==> src/rtl/hilo_muldiv_if.sv <==
// Operand/result bundle between the execute stage and the HI/LO multiply-divide unit.
interface hilo_muldiv_if #(parameter int WIDTH = 32);
    logic             start;
    logic [1:0]       op;
    logic [WIDTH-1:0] a;
    logic [WIDTH-1:0] b;
    logic             mthi;
    logic             mtlo;
    logic [WIDTH-1:0] wdata;
    logic             busy;
    logic             done;
    logic [WIDTH-1:0] hi;
    logic [WIDTH-1:0] lo;

    modport master (output start, op, a, b, mthi, mtlo, wdata,
                    input  busy, done, hi, lo);
    modport slave  (input  start, op, a, b, mthi, mtlo, wdata,
                    output busy, done, hi, lo);
endinterface

==> src/rtl/hilo_muldiv.sv <==
// Iterative MULT/MULTU/DIV/DIVU unit owning HI/LO: one shift-add or restoring
// step per cycle on magnitudes, with sign correction in a final FIX cycle.
module hilo_muldiv #(
    parameter int WIDTH = 32
) (
    input logic           clk,
    input logic           reset,
    hilo_muldiv_if.slave  bus
);
    localparam int CW = $clog2(WIDTH);

    typedef enum logic [1:0] {IDLE, RUN, FIX} state_t;
    state_t state, state_nx;

    logic [CW-1:0]      cnt;
    logic               is_div_q, neg_q, neg_r, div0;
    logic [WIDTH-1:0]   mreg;
    logic [2*WIDTH-1:0] acc;
    logic               busy_q, done_q;
    logic [WIDTH-1:0]   hi_q, lo_q;

    logic               accept, sgn, a_neg, b_neg;
    logic [WIDTH-1:0]   a_mag, b_mag;
    logic [WIDTH:0]     mul_sum, div_trial, div_diff;
    logic               div_ge;
    logic [2*WIDTH-1:0] acc_step, prod;
    logic [WIDTH-1:0]   quot, rem;

    assign accept = (state == IDLE) && bus.start;
    assign sgn    = ~bus.op[0];
    assign a_neg  = sgn & bus.a[WIDTH-1];
    assign b_neg  = sgn & bus.b[WIDTH-1];
    assign a_mag  = a_neg ? -bus.a : bus.a;
    assign b_mag  = b_neg ? -bus.b : bus.b;

    always_comb begin
        state_nx = state;
        case (state)
            IDLE:    if (bus.start) state_nx = RUN;
            RUN:     if (cnt == CW'(WIDTH-1)) state_nx = FIX;
            FIX:     state_nx = IDLE;
            default: state_nx = IDLE;
        endcase
    end

    always_ff @(posedge clk) begin
        if (reset) state <= IDLE;
        else       state <= state_nx;
    end

    // acc holds {partial product, multiplier} for multiply and {remainder, quotient} for divide
    assign mul_sum   = {1'b0, acc[2*WIDTH-1:WIDTH]} + (acc[0] ? {1'b0, mreg} : '0);
    assign div_trial = acc[2*WIDTH-1:WIDTH-1];
    assign div_ge    = div_trial >= {1'b0, mreg};
    assign div_diff  = div_trial - {1'b0, mreg};
    assign acc_step  = is_div_q
                     ? {(div_ge ? div_diff[WIDTH-1:0] : div_trial[WIDTH-1:0]), acc[WIDTH-2:0], div_ge}
                     : {mul_sum, acc[WIDTH-1:1]};

    assign prod = neg_q ? -acc : acc;
    assign quot = acc[WIDTH-1:0];
    assign rem  = acc[2*WIDTH-1:WIDTH];

    always_ff @(posedge clk) begin
        if (reset) begin
            cnt      <= '0;
            is_div_q <= 1'b0;
            neg_q    <= 1'b0;
            neg_r    <= 1'b0;
            div0     <= 1'b0;
            mreg     <= '0;
            acc      <= '0;
            busy_q   <= 1'b0;
            done_q   <= 1'b0;
            hi_q     <= '0;
            lo_q     <= '0;
        end else begin
            busy_q <= (state_nx != IDLE);
            done_q <= (state == FIX);
            case (state)
                IDLE: begin
                    cnt <= '0;
                    if (accept) begin
                        is_div_q <= bus.op[1];
                        // a zero divisor forces an all-ones quotient, so its sign is never applied
                        div0     <= bus.op[1] && (bus.b == '0);
                        neg_q    <= a_neg ^ b_neg;
                        neg_r    <= bus.op[1] & a_neg;
                        mreg     <= bus.op[1] ? b_mag : a_mag;
                        acc      <= {{WIDTH{1'b0}}, (bus.op[1] ? a_mag : b_mag)};
                    end else begin
                        if (bus.mthi) hi_q <= bus.wdata;
                        if (bus.mtlo) lo_q <= bus.wdata;
                    end
                end
                RUN: begin
                    cnt <= cnt + 1'b1;
                    acc <= acc_step;
                end
                FIX: begin
                    if (is_div_q) begin
                        lo_q <= div0 ? '1 : (neg_q ? -quot : quot);
                        hi_q <= neg_r ? -rem : rem;
                    end else begin
                        {hi_q, lo_q} <= prod;
                    end
                end
                default: ;
            endcase
        end
    end

    assign bus.busy = busy_q;
    assign bus.done = done_q;
    assign bus.hi   = hi_q;
    assign bus.lo   = lo_q;
endmodule

==> src/flat_wrapper.sv <==
// flat-port wrapper written by rule: the top's interface ports become plain ports
module hilo_muldiv_flat 
#(
    parameter int WIDTH = 32
)
  (clk, reset, bus_start, bus_op, bus_a, bus_b, bus_mthi, bus_mtlo, bus_wdata, bus_busy, bus_done, bus_hi, bus_lo);
  hilo_muldiv_if #(.WIDTH(WIDTH)) bus_i ();
  input logic clk;
  input logic reset;
  input wire logic [$bits(bus_i.start)-1:0] bus_start;
  input wire logic [$bits(bus_i.op)-1:0] bus_op;
  input wire logic [$bits(bus_i.a)-1:0] bus_a;
  input wire logic [$bits(bus_i.b)-1:0] bus_b;
  input wire logic [$bits(bus_i.mthi)-1:0] bus_mthi;
  input wire logic [$bits(bus_i.mtlo)-1:0] bus_mtlo;
  input wire logic [$bits(bus_i.wdata)-1:0] bus_wdata;
  output wire logic [$bits(bus_i.busy)-1:0] bus_busy;
  output wire logic [$bits(bus_i.done)-1:0] bus_done;
  output wire logic [$bits(bus_i.hi)-1:0] bus_hi;
  output wire logic [$bits(bus_i.lo)-1:0] bus_lo;
  assign bus_i.start = bus_start;
  assign bus_i.op = bus_op;
  assign bus_i.a = bus_a;
  assign bus_i.b = bus_b;
  assign bus_i.mthi = bus_mthi;
  assign bus_i.mtlo = bus_mtlo;
  assign bus_i.wdata = bus_wdata;
  assign bus_busy = bus_i.busy;
  assign bus_done = bus_i.done;
  assign bus_hi = bus_i.hi;
  assign bus_lo = bus_i.lo;
  hilo_muldiv #(.WIDTH(WIDTH)) u_core (.clk(clk), .reset(reset), .bus(bus_i));
endmodule
==> config.mk <==
export PLATFORM = sky130hd
export DESIGN_NAME = hilo_muldiv_flat
export DESIGN_NICKNAME = d
export VERILOG_FILES = /design/src/rtl/hilo_muldiv_if.sv /design/src/rtl/hilo_muldiv.sv /design/src/flat_wrapper.sv
export SDC_FILE = /design/constraint.sdc
export NUM_CORES = 1
export LEC_CHECK = 0
export BUFFER_PORTS_ARGS = -buffer_cell sky130_fd_sc_hd__buf_4
export CAP_MARGIN = 20
export CORE_MARGIN = 2
export CORE_UTILIZATION = 57
export DETAILED_ROUTE_END_ITERATION = 10
export PLACE_DENSITY = 0.75
export SYNTH_ARGS = -nofsm -noshare
export SYNTH_HDL_FRONTEND = slang
export SYNTH_SLANG_ARGS = --single-unit
==> constraint.sdc <==
create_clock -name clk -period 7.1 [get_ports clk]
set_input_delay 0.355 -clock clk [delete_from_list [all_inputs] [get_ports clk]]
set_output_delay 0.355 -clock clk [all_outputs]
set_load 0.02 [all_outputs]
### Word level (Yosys, flattened, before mapping)

Index checks and enable logic that the tools add are counted.

| word-level totals | value |
|---|---|
| bits in registers | 173 |
| input port bits | 103 |
| output and inout bits | 66 |
| word-level logic and storage cells | 69 |

| cells by class | value |
|---|---|
| add/subtract/negate cells | 8 |
| magnitude comparators | 1 |
| equality and inequality tests | 7 |
| muxes and demuxes | 25 |
| bitwise operators | 5 |
| reductions and logical operators | 11 |

Operator list:

| kind | number |
|---|---|
| $mux W32 | 15 |
| $mux W64 | 3 |
| $neg A32 Y32 | 4 |
| $pmux W32 S2 | 2 |
| $pmux W64 S2 | 1 |
| $neg A64 Y64 | 1 |
| $add A32 B32 Y33 | 1 |
| $ge A33 B32 Y1 | 1 |
| $logic_not A32 Y1 | 1 |
| $sub A32 B32 Y32 | 1 |
| $pmux W5 S2 | 1 |
| $ne A2 B2 Y1 const B | 3 |
| $reduce_and A3 Y1 | 2 |
| $reduce_bool A2 Y1 | 3 |
| $add A5 B1 Y5 const B | 1 |
| $eq A5 B5 Y1 const B | 1 |
| $mux W2 | 2 |
| $pmux W2 S2 | 1 |
| $reduce_and A2 Y1 | 2 |
| $and A1 B1 Y1 | 3 |
| $eq A2 B1 Y1 const B | 1 |
| $eq A2 B2 Y1 const B | 1 |
| $logic_and A1 B1 Y1 | 2 |
| $logic_not A2 Y1 | 1 |
| 3 further kinds | 3 |

### Logic depth before layout (Yosys ltp)

Gate-level depths: netlist of the first run.

| logic depth | value |
|---|---|
| depth after elaboration | 6 |
| depth in mapped cells | 14 |

### Worst setup path before layout of the first run

No wires, ideal clock.

| path | value |
|---|---|
| path type | register -> register |
| from | reg u_core.acc[0] |
| to | reg u_core.acc[61] |
| library setup time | 117 ps |
| arrival time | 3123 ps |
| required time | 6983 ps |
| path slack | 3859 ps |
| stages on the path, launching flop included | 14 |
| path buffers | 1 |
| period minus slack after synthesis | 3241 ps |
| cells stage by stage | dfxtp_1 > inv_1 > clkbuf_1 > nor2_1 > ha_1 > and4_1 > and3_1 > o211ai_1 > a21oi_1 > o31ai_1 > o311ai_1 > or4_1 > a41o_1 > a32o_1 |

| on the way | value |
|---|---|
| longest elaborated chain between the ends | 4 |

RTL lines:

| what | RTL line | text |
|---|---|---|
| start: declaration | hilo_muldiv.sv:18 | `logic [2*WIDTH-1:0] acc;` |
| start signal: assignment | hilo_muldiv.sv:90 | `acc <= {{WIDTH{1'b0}}, (bus.op[1] ? a_mag : b_mag)};` |
| start signal: assignment | hilo_muldiv.sv:98 | `acc <= acc_step;` |
| $mux W32 | hilo_muldiv.sv:52 | `assign mul_sum = {1'b0, acc[2*WIDTH-1:WIDTH]} + (acc[0] ? {1'b0, mreg} : '0);` |
| $add A32 B32 Y33 | hilo_muldiv.sv:52 |  |
| $mux W64 | hilo_muldiv.sv:57 | `? {(div_ge ? div_diff[WIDTH-1:0] : div_trial[WIDTH-1:0]), acc[WIDTH-2:0], div_ge}` |
| $pmux W64 S2 | hilo_muldiv.sv:80 | `case (state)` |

No other way between the ends.
A chain may end at the register's enable or synchronous reset.

### Worst setup path in the final report of the first run

Ends and elaborated chain as after synthesis.

==> impl_metrics.ini, run 1 <==
[logic_synthesis]
synth.net_count = 2189
syn_avg_cell_area_um2 = 7.36
yosysTopAreaCellShare_pct = 23.4
synth-edff-count = 0
yosysTopAreaCell = dfxtp_1
synthCells = 2014
ys_types = 85
netlist_area_mm2 = 0.0148
ys_seq_area_share_pct = 23.4
yosys_most_used_dff = dfxtp_1
yosys_warnings = 0
synthArstFlopShare_pct = 0
yosys-top-cells-area = dfxtp_1 (23%), mux2i_1 (6.6%), nor2_1 (6.2%)
synth-seq-cells = 173

[timing]
hold_ws_ps = 272
setup_viol = 0
post-route-min-period_ps = 4280
maxSlewViolCount = 0
max_slew_margin_pct = 28.1
hold_violations = 0
fin_crit_sh_pct = 60.2
layout_setup_ws_ps = 2820
rsz0062_at_grt = false
skew_ps = 21.9
setup_tns_ps = 0
worst_pin_slew_ps = 1080
max_freq_mhz = 234

[clock_network]
cts_resized = 0
clock_latency_ps = 450
cts.htree.levels = 4
numCtsBuffers = 17
cts_hold_buf = 0
cts_tree = built
clk_path_buf_depth = 2
post-cts-setup-buffers = 0
cts.sinks = 173
path_clk_slew_ps = 90
cts-root-buf = clkbuf_16

[power_and_ir_drop]
switchingPower_uw = 1200
power_density_mw_per_mm2 = 184
clock_power_share_pct = 33.2
p_int_uw = 1880
seqPwrFrac_pct = 36.1
p_leak_uw = 0.00710
max-vdd-ir-drop_v = 0.000152
comb_power_share_pct = 30.7
swShare_pct = 38.9

[final_layout]
insertedDiodeCount = 0
nets = 2254
drive_above_1_share_pct = 12.9
nFillCells = 2351
syn_to_final_growth_pct = 13.0

[floorplanning]
die_height_um = 165
ioPinCount = 169
core_area_mm2 = 0.0258
placementRows = 59
initial_core_util_pct = 57.5
die_w_um = 165
die_area_mm2 = 0.0273

[status]
status = completed

[setup_path]
max_stage_delay_ps = 800
r2r-start = u_core.acc[0]$_SDFFE_PP0P_
reg2reg_to = u_core.acc[61]$_SDFFE_PP0P_
endpoint = u_core.acc[61]$_SDFFE_PP0P_
crit_path_top_delay_cell = inv_1
crit_chain = inv_1, nor2_1, ha_1, a21oi_1, nand2_1, o211ai_1, a21oi_1, o31ai_1, o311ai_1, or4_1, a41o_1, a32o_1
cp.required_ps = 7450
worstSetupStartpointType = flip-flop
path_depth = 12
crit_buf_inv = 1
worstPathArrival_ps = 4630
cp-startpoint = u_core.acc[0]$_SDFFE_PP0P_
crit_fanout = 31
path_delay_family = compound AO/OA/AOI/OAI gates
end_kind = flip-flop
r2r_slack_ps = 2820
critical_path_class = flip-flop to flip-flop
rr_worst_depth = 12
cp_common_cell = a21oi_1

[hold_path]
min_path_type = input port to flip-flop

[detailed_routing]
routed-via-count = 15800
routedWlPerCell_um = 21.5
antenna_left = 0
drt_iter0_drc = 2123
via_per_inst = 6.51
first_pass_iters = 8
drc = 0
drt-total-wl_um = 52100

[placed_design]
io_buffer_count = 168
place_congestion = 1.07
post-place-ws_ps = 2900
hpwl_um = 39700

[job]
maxCapViolCount = 0

[global_route]
grt_pass1_wl_um = 78900
grt-ovfl-total = 0
grt_max_degree = 69
grtUsageTotal_pct = 37.2
antenna_found_initial = 0
grt_pass1_vias = 14000
[routing by layer]
layer / vias up / wire length [um] / GRT usage [%]
met3: 114 / 5790 / 7.14
met1: 7322 / 22400 / 52.8
met2: 902 / 22100 / 55.6
met5: - / 0 / 0
met4: 0 / 1910 / 14.1
li1: 7450 / - / -
[flip-flops by register name (all words and copies together), names as in the netlist]
register         count
u_core.cnt           5
u_core.acc          64
u_core.is_div_q      1
u_core.bus.done      1
u_core.state         2
u_core.bus.lo       32
u_core.neg_r         1
u_core.bus.hi       32
u_core.mreg         32
u_core.bus.busy      1
u_core.neg_q         1
u_core.div0          1
[worst reg2reg max path: cells and delay by family, from the launching register on]
kind	cells	cell delay (ps)
compound gates	7	1950
flops	1	370
buf+inv	1	800
simple gates	3	690
fa+ha+maj	1	390
[worst min path at each step]
stage	cells after the start	endpoint	slack (ps)	start
global route	3	u_core.bus.lo[10]$_SDFFE_PP0P_	280	bus_wdata[10]
floorplan	2	u_core.mreg[15]$_SDFFE_PP0P_	430	u_core.mreg[15]$_SDFFE_PP0P_
CTS	3	u_core.bus.hi[4]$_SDFFE_PP0P_	270	bus_wdata[4]
finish	4	u_core.mreg[30]$_SDFFE_PP0P_	270	bus_a[30]
detailed placement	2	u_core.bus.lo[7]$_SDFFE_PP0P_	440	u_core.bus.lo[7]$_SDFFE_PP0P_
global placement	2	u_core.bus.lo[24]$_SDFFE_PP0P_	440	u_core.bus.lo[24]$_SDFFE_PP0P_
[logic make-up after synthesis]
kind of cell / after synthesis / synth area share (%)
flip-flops: 173 / 23.4
AND/OR/NAND/NOR: 700 / 21.7
XOR/XNOR: 155 / 9.16
multiplexers: 103 / 7.01
adder cells (fa/ha/maj): 72 / 6.18
buffers and inverters: 205 / 5.39
AO/OA/AOI/OAI: 606 / 27.2
[power by group through the flow]
stage	registers, uW	logic (uW)	clock network [uW]
final	1110	945	1020
after global routing	1120	1020	1060
after CTS	1100	920	1020
after detailed placement	1130	914	0
after global placement	1130	906	0
after floorplan	1100	631	0
[cell type report]
cell class	instances	area, um2	share of cell area (%)
Inverter	66	248	1.48
Tap cell	335	419	2.50
Multi-Input combinational cell	1636	10600	63.3
Clock buffer	17	425	2.54
Sequential cell	173	3460	20.7
Timing Repair Buffer	185	1390	8.32
Clock inverter	15	204	1.22
[placed cells by master (no fill, tap or decap), types with 29 or more instances in the layout]
master,synthesis,final
nor2_1,245,242
nand2_1,212,212
buf_4,4,184
a21oi_1,182,182
dfxtp_1,173,172
mux2i_1,97,97
xnor2_1,91,91
o21ai_0,87,87
ha_1,70,70
a211oi_1,67,67
inv_1,65,65
xor2_1,64,64
nor3_1,58,57
a21o_1,38,38
nand3_1,30,30
o221ai_1,30,30
o31ai_1,29,29
[per-stage QoR]
stage	utilization, %	power [uW]	std cells	cell area [um2]
4_1_cts	65.0	3050	2426	16700
6_report	65.0	3080	2427	16700
5_1_grt	65.0	3190	2427	16700
3_5_place_dp	62.5	2040	2394	16100
3_3_place_gp	62.5	2030	2394	16100
2_1_floorplan	-	1740	2014	14800
[cells in the mapped netlist (6+ instances only)]
cell type and number:
buf_1 14, ha_1 70, nand2_1 212, xor2_1 64
nor2b_1 15, o221ai_1 30, or2_2 15, buf_2 8
a22oi_1 16, a211oi_1 67, nor2_1 245, or4_1 12
inv_1 65, a31oi_1 21, a22o_1 6, mux2_2 6
a311oi_1 6, or3_1 19, nand2b_1 18, o22ai_1 8
a21o_1 38, o21ai_0 87, a21oi_1 182, xnor2_1 91
dfxtp_1 173, o21a_1 8, and2_1 7, nand4_1 13
nand3_1 30, o41ai_1 13, clkbuf_1 112, mux2i_1 97
o211ai_1 23, a32oi_1 7, nor4_1 15, and3_1 12
nor3_1 58, a32o_1 7, o31ai_1 29
(Power assumes the default switching activity.)
==> inputs of run 2 (changes only) <==
Clock period 7.1 ns to 4.4 ns, I/O delays scaled along.
==> run 2 against run 1 <==
Maximum frequency is 10% higher. Critical path depth is 1 higher. Global-route usage is 0.49 points higher. Largest power group unchanged.
==> impl_metrics.ini, run 2 (same netlist as run 1, synthesis figures left out) <==
[status]
status = completed

[final_layout]
seqCellArea_mm2 = 0.00346
insertedDiodeCount = 0
fin_util_pct = 65.5
drive_above_1_share_pct = 13.5
syn_to_final_growth_pct = 13.9
nets = 2270
nFillCells = 2343
multi_input_area_mm2 = 0.0106
final_cell_mix = nor2_1 (242), nand2_1 (212), buf_4 (200)
final_common_cell = nor2_1
design_area_mm2 = 0.0169
largest_register = u_core.acc
largest_reg_flops = 64

[setup_path]
critical_path_class = flip-flop to flip-flop
crit_fanout = 18
worstPathArrival_ps = 4230
cp.required_ps = 4740
worstSetupStartpointType = flip-flop
end_kind = flip-flop

[detailed_routing]
antenna_left = 0
drt-total-wl_um = 52700
via_per_inst = 6.51
routedWlPerCell_um = 21.6
drc = 0
routed-via-count = 15900
drt_iter0_drc = 1972
first_pass_iters = 6

[clock_network]
post-cts-setup-buffers = 0
clock_latency_ps = 450
cts-root-buf = clkbuf_16
cts.sinks = 173
cts.htree.levels = 4
cts_tree = built
clk_path_buf_depth = 2
numCtsBuffers = 17
path_clk_slew_ps = 80
cts_hold_buf = 0
cts_resized = 0

[floorplanning]
die_area_mm2 = 0.0273
die_w_um = 165
placementRows = 59
initial_core_util_pct = 57.5
die_height_um = 165
core_area_mm2 = 0.0258
ioPinCount = 169

[placed_design]
place_congestion = 0.971
post-place-ws_ps = 569
dpl_cell_area_mm2 = 0.0162
hpwl_um = 40900
io_buffer_count = 168

[global_route]
grt_pass1_wl_um = 79300
grtUsageTotal_pct = 37.7
grt-ovfl-total = 0
antenna_found_initial = 0
grt_max_degree = 81
grt_pass1_vias = 14100

[timing]
setup_viol = 0
layout_setup_ws_ps = 517
rsz0062_at_grt = false
fin_crit_sh_pct = 88.3
setup_tns_ps = 0
max_freq_mhz = 258
worst_pin_slew_ps = 1070
post-route-min-period_ps = 3880
skew_ps = 21.1
hold_violations = 0
max_slew_margin_pct = 28.8
maxSlewViolCount = 0

[power_and_ir_drop]
power_density_mw_per_mm2 = 296
max-vdd-ir-drop_v = 0.000191
p_leak_uw = 0.00719

[job]
maxCapViolCount = 0

[hold_path]
min_path_type = input port to flip-flop
==> run 2: path summary, 6_finish.rpt <==
| check | endpoint | slack, ps | start | cells after the start |
|---|---|---|---|---|
| worst min register to register | u_core.mreg[2]$_SDFFE_PP0P_ | 460 | u_core.mreg[2]$_SDFFE_PP0P_ | 2 |
| worst min-delay path | u_core.bus.hi[1]$_SDFFE_PP0P_ | 30 | reset | 2 |
| worst max-delay path | u_core.acc[61]$_SDFFE_PP0P_ | 520 | u_core.acc[0]$_SDFFE_PP0P_ | 13 |
| worst max register to register | u_core.acc[61]$_SDFFE_PP0P_ | 520 | u_core.acc[0]$_SDFFE_PP0P_ | 13 |
==> run 2: final cells by class <==
| class | count | share of cell area (%) |
|---|---|---|
| Timing Repair Buffer | 201 | 9.01 |
| Inverter | 66 | 1.47 |
| Tap cell | 335 | 2.48 |
| Clock inverter | 15 | 1.24 |
| Sequential cell | 173 | 20.5 |
| Multi-Input combinational cell | 1636 | 62.8 |
| Clock buffer | 17 | 2.52 |
==> run 2: per-stage QoR <==
stage                     hold slack [ps]  total power [uW]  instances
final                                26.8              4990       2443
after global routing                 34.9              5170       2443
after floorplan                       432              2800       2014
after global placement                440              3310       2411
after CTS                            8.44              4940       2443
after detailed placement              448              3330       2411
==> run 2: where the power goes <==
part           total [uW]  internal (uW)  switching, uW
clock                1640            792            850
sequential           1780           1660            126
combinational        1560            596            968
==> run 2: per-layer routing <==
| layer | global-route usage (%) | up-vias | part of all wire [%] |
|---|---|---|---|
| met5 | 2.08 | - | 0.12 |
| met2 | 55.6 | 822 | 42 |
| met4 | 15.7 | 2 | 3.9 |
| met3 | 8.04 | 112 | 11 |
| met1 | 52.8 | 7475 | 43 |
| li1 | - | 7499 | - |
==> run 2: critical path, cell delays in order (launching register included) <==
cell and delay (ps):
dfxtp_1 370, inv_1 380, buf_4 300, nor2_1 70, ha_1 320, and4_1 210, and3_1 180, o211ai_1 130
a21oi_1 160, o31ai_1 520, o311ai_1 250, or4_1 430, a41o_1 190, a32o_1 250
==> inputs of run 3 (changes only) <==
Settings changed: PLACE_DENSITY 0.75 to not set, PLACE_DENSITY_LB_ADDON set to 0.1.
==> run 3 against run 2 <==
Global-route usage grew 0.96 points. Power shrank 1.6%. Clock power shrank 4%. Clock-buffer cell count is the same. Critical path depth shrank 1. Register-to-register slack gained 50 ps. Design area is essentially flat. Setup slack gained 52 ps. Via count grew 1.0%. Critical path type unchanged. Critical endpoint unchanged. Largest cell class unchanged. Highest routed layer is now met4.
==> impl_metrics.ini, run 3 (same netlist as run 1, synthesis figures left out) <==
[floorplanning]
die_height_um = 165
ioPinCount = 169
die_area_mm2 = 0.0273
placementRows = 59
initial_core_util_pct = 57.5
core_area_mm2 = 0.0258
die_w_um = 165

[placed_design]
hpwl_um = 41800
dp.cells = 2414
post-place-ws_ps = 633
io_buffer_count = 168
place_congestion = 1.01

[detailed_routing]
drc = 0
via_per_inst = 6.57
drt-total-wl_um = 54000
first_pass_iters = 6
drt_iter0_drc = 2375
routed-via-count = 16100
routedWlPerCell_um = 22.1
antenna_left = 0

[timing]
layout_setup_ws_ps = 568
worst_pin_slew_ps = 1190
hold_ws_ps = 19.9
skew_ps = 11.0
hold_violations = 0
setup_viol = 0
maxSlewViolCount = 0
setup_tns_ps = 0
max_slew_margin_pct = 20.0
fin_crit_sh_pct = 87.1
post-route-min-period_ps = 3830
rsz0062_at_grt = false
max_freq_mhz = 261

[final_layout]
insertedDiodeCount = 0
instances_no_fill = 2446
multi_input_area_mm2 = 0.0106
final_cell_mix = nor2_1 (242), nand2_1 (212), buf_4 (203)
seqCellArea_mm2 = 0.00346
nets = 2273
syn_to_final_growth_pct = 13.9
largest_reg_flops = 64
largest_register = u_core.acc
final_common_cell = nor2_1
drive_above_1_share_pct = 13.6
nFillCells = 2303

[global_route]
grt.met2_usage_pct = 57.9
busiest_layer = met2
grtUsageTotal_pct = 38.6
grt_pass1_vias = 14300
grt_pass1_wl_um = 81600
grt_max_degree = 69
grtUsageMet1_pct = 54.5
antenna_found_initial = 0
use_met3_pct = 6.97
grt-ovfl-total = 0

[clock_network]
cts_hold_buf = 0
cts_resized = 0
cts_tree = built
cts-root-buf = clkbuf_16
clock_latency_ps = 450
cts.htree.levels = 4
path_clk_slew_ps = 80
cts.sinks = 173
numCtsBuffers = 17
post-cts-setup-buffers = 0
clk_path_buf_depth = 2

[power_and_ir_drop]
swShare_pct = 38.3
clock_power_share_pct = 32.1
p_int_uw = 3030
switchingPower_uw = 1880
power_density_mw_per_mm2 = 291
seqPwrFrac_pct = 36.3
p_leak_uw = 0.00720
p_total_uw = 4910
comb_power_share_pct = 31.6
max-vdd-ir-drop_v = 0.000215

[setup_path]
worstSetupStartpointType = flip-flop
cp-startpoint = u_core.acc[0]$_SDFFE_PP0P_
r2r_slack_ps = 570
r2r-start = u_core.acc[0]$_SDFFE_PP0P_
crit_fanout = 17
cp.required_ps = 4750
end_kind = flip-flop
critical_path_class = flip-flop to flip-flop
worstPathArrival_ps = 4180

[job]
maxCapViolCount = 0

[hold_path]
hold_start = reset
min_path_type = input port to flip-flop

[status]
status = completed
==> run 3: final cells by class <==
class                           instances  area share, %
Multi-Input combinational cell       1636           62.8
Clock inverter                         15           1.10
Timing Repair Buffer                  204           9.15
Sequential cell                       173           20.5
Inverter                               66           1.47
Tap cell                              335           2.48
Clock buffer                           17           2.52
==> run 3: critical path, cell delays in order, from the launching register on <==
cell,delay (ps)
dfxtp_1,380
inv_1,420
buf_4,350
nor2_1,70
ha_1,380
and3_1,200
o211ai_1,140
a21oi_1,200
o31ai_1,470
o311ai_1,240
or4_1,440
a41o_1,190
a32o_1,250
==> run 3: layer usage <==
metal	up-vias	wire length, um
li1	7492	-
met1	7497	23000
met4	0	2280
met5	-	0
met3	124	5940
met2	962	22800
==> run 3: power by group through the flow <==
stage / logic (uW) / clock network, uW / registers, uW
3_5_place_dp: 1500 / 0 / 1810
6_report: 1550 / 1570 / 1780
3_3_place_gp: 1490 / 0 / 1810
4_1_cts: 1510 / 1580 / 1780
5_1_grt: 1670 / 1640 / 1790
2_1_floorplan: 1020 / 0 / 1780
==> run 3: stage by stage <==
stage	instance area, um2	utilization (%)
global placement	16300	63.1
finish	16900	65.5
CTS	16900	65.5
global route	16900	65.5
detailed placement	16300	63.1
floorplan	14800	-
==> run 3: worst paths after layout <==
kind                                  end  cells after the start
max           u_core.acc[61]$_SDFFE_PP0P_                     12
min           u_core.acc[14]$_SDFFE_PP0P_                      2
max reg2reg   u_core.acc[61]$_SDFFE_PP0P_                     12
min reg2reg  u_core.mreg[27]$_SDFFE_PP0P_                      2
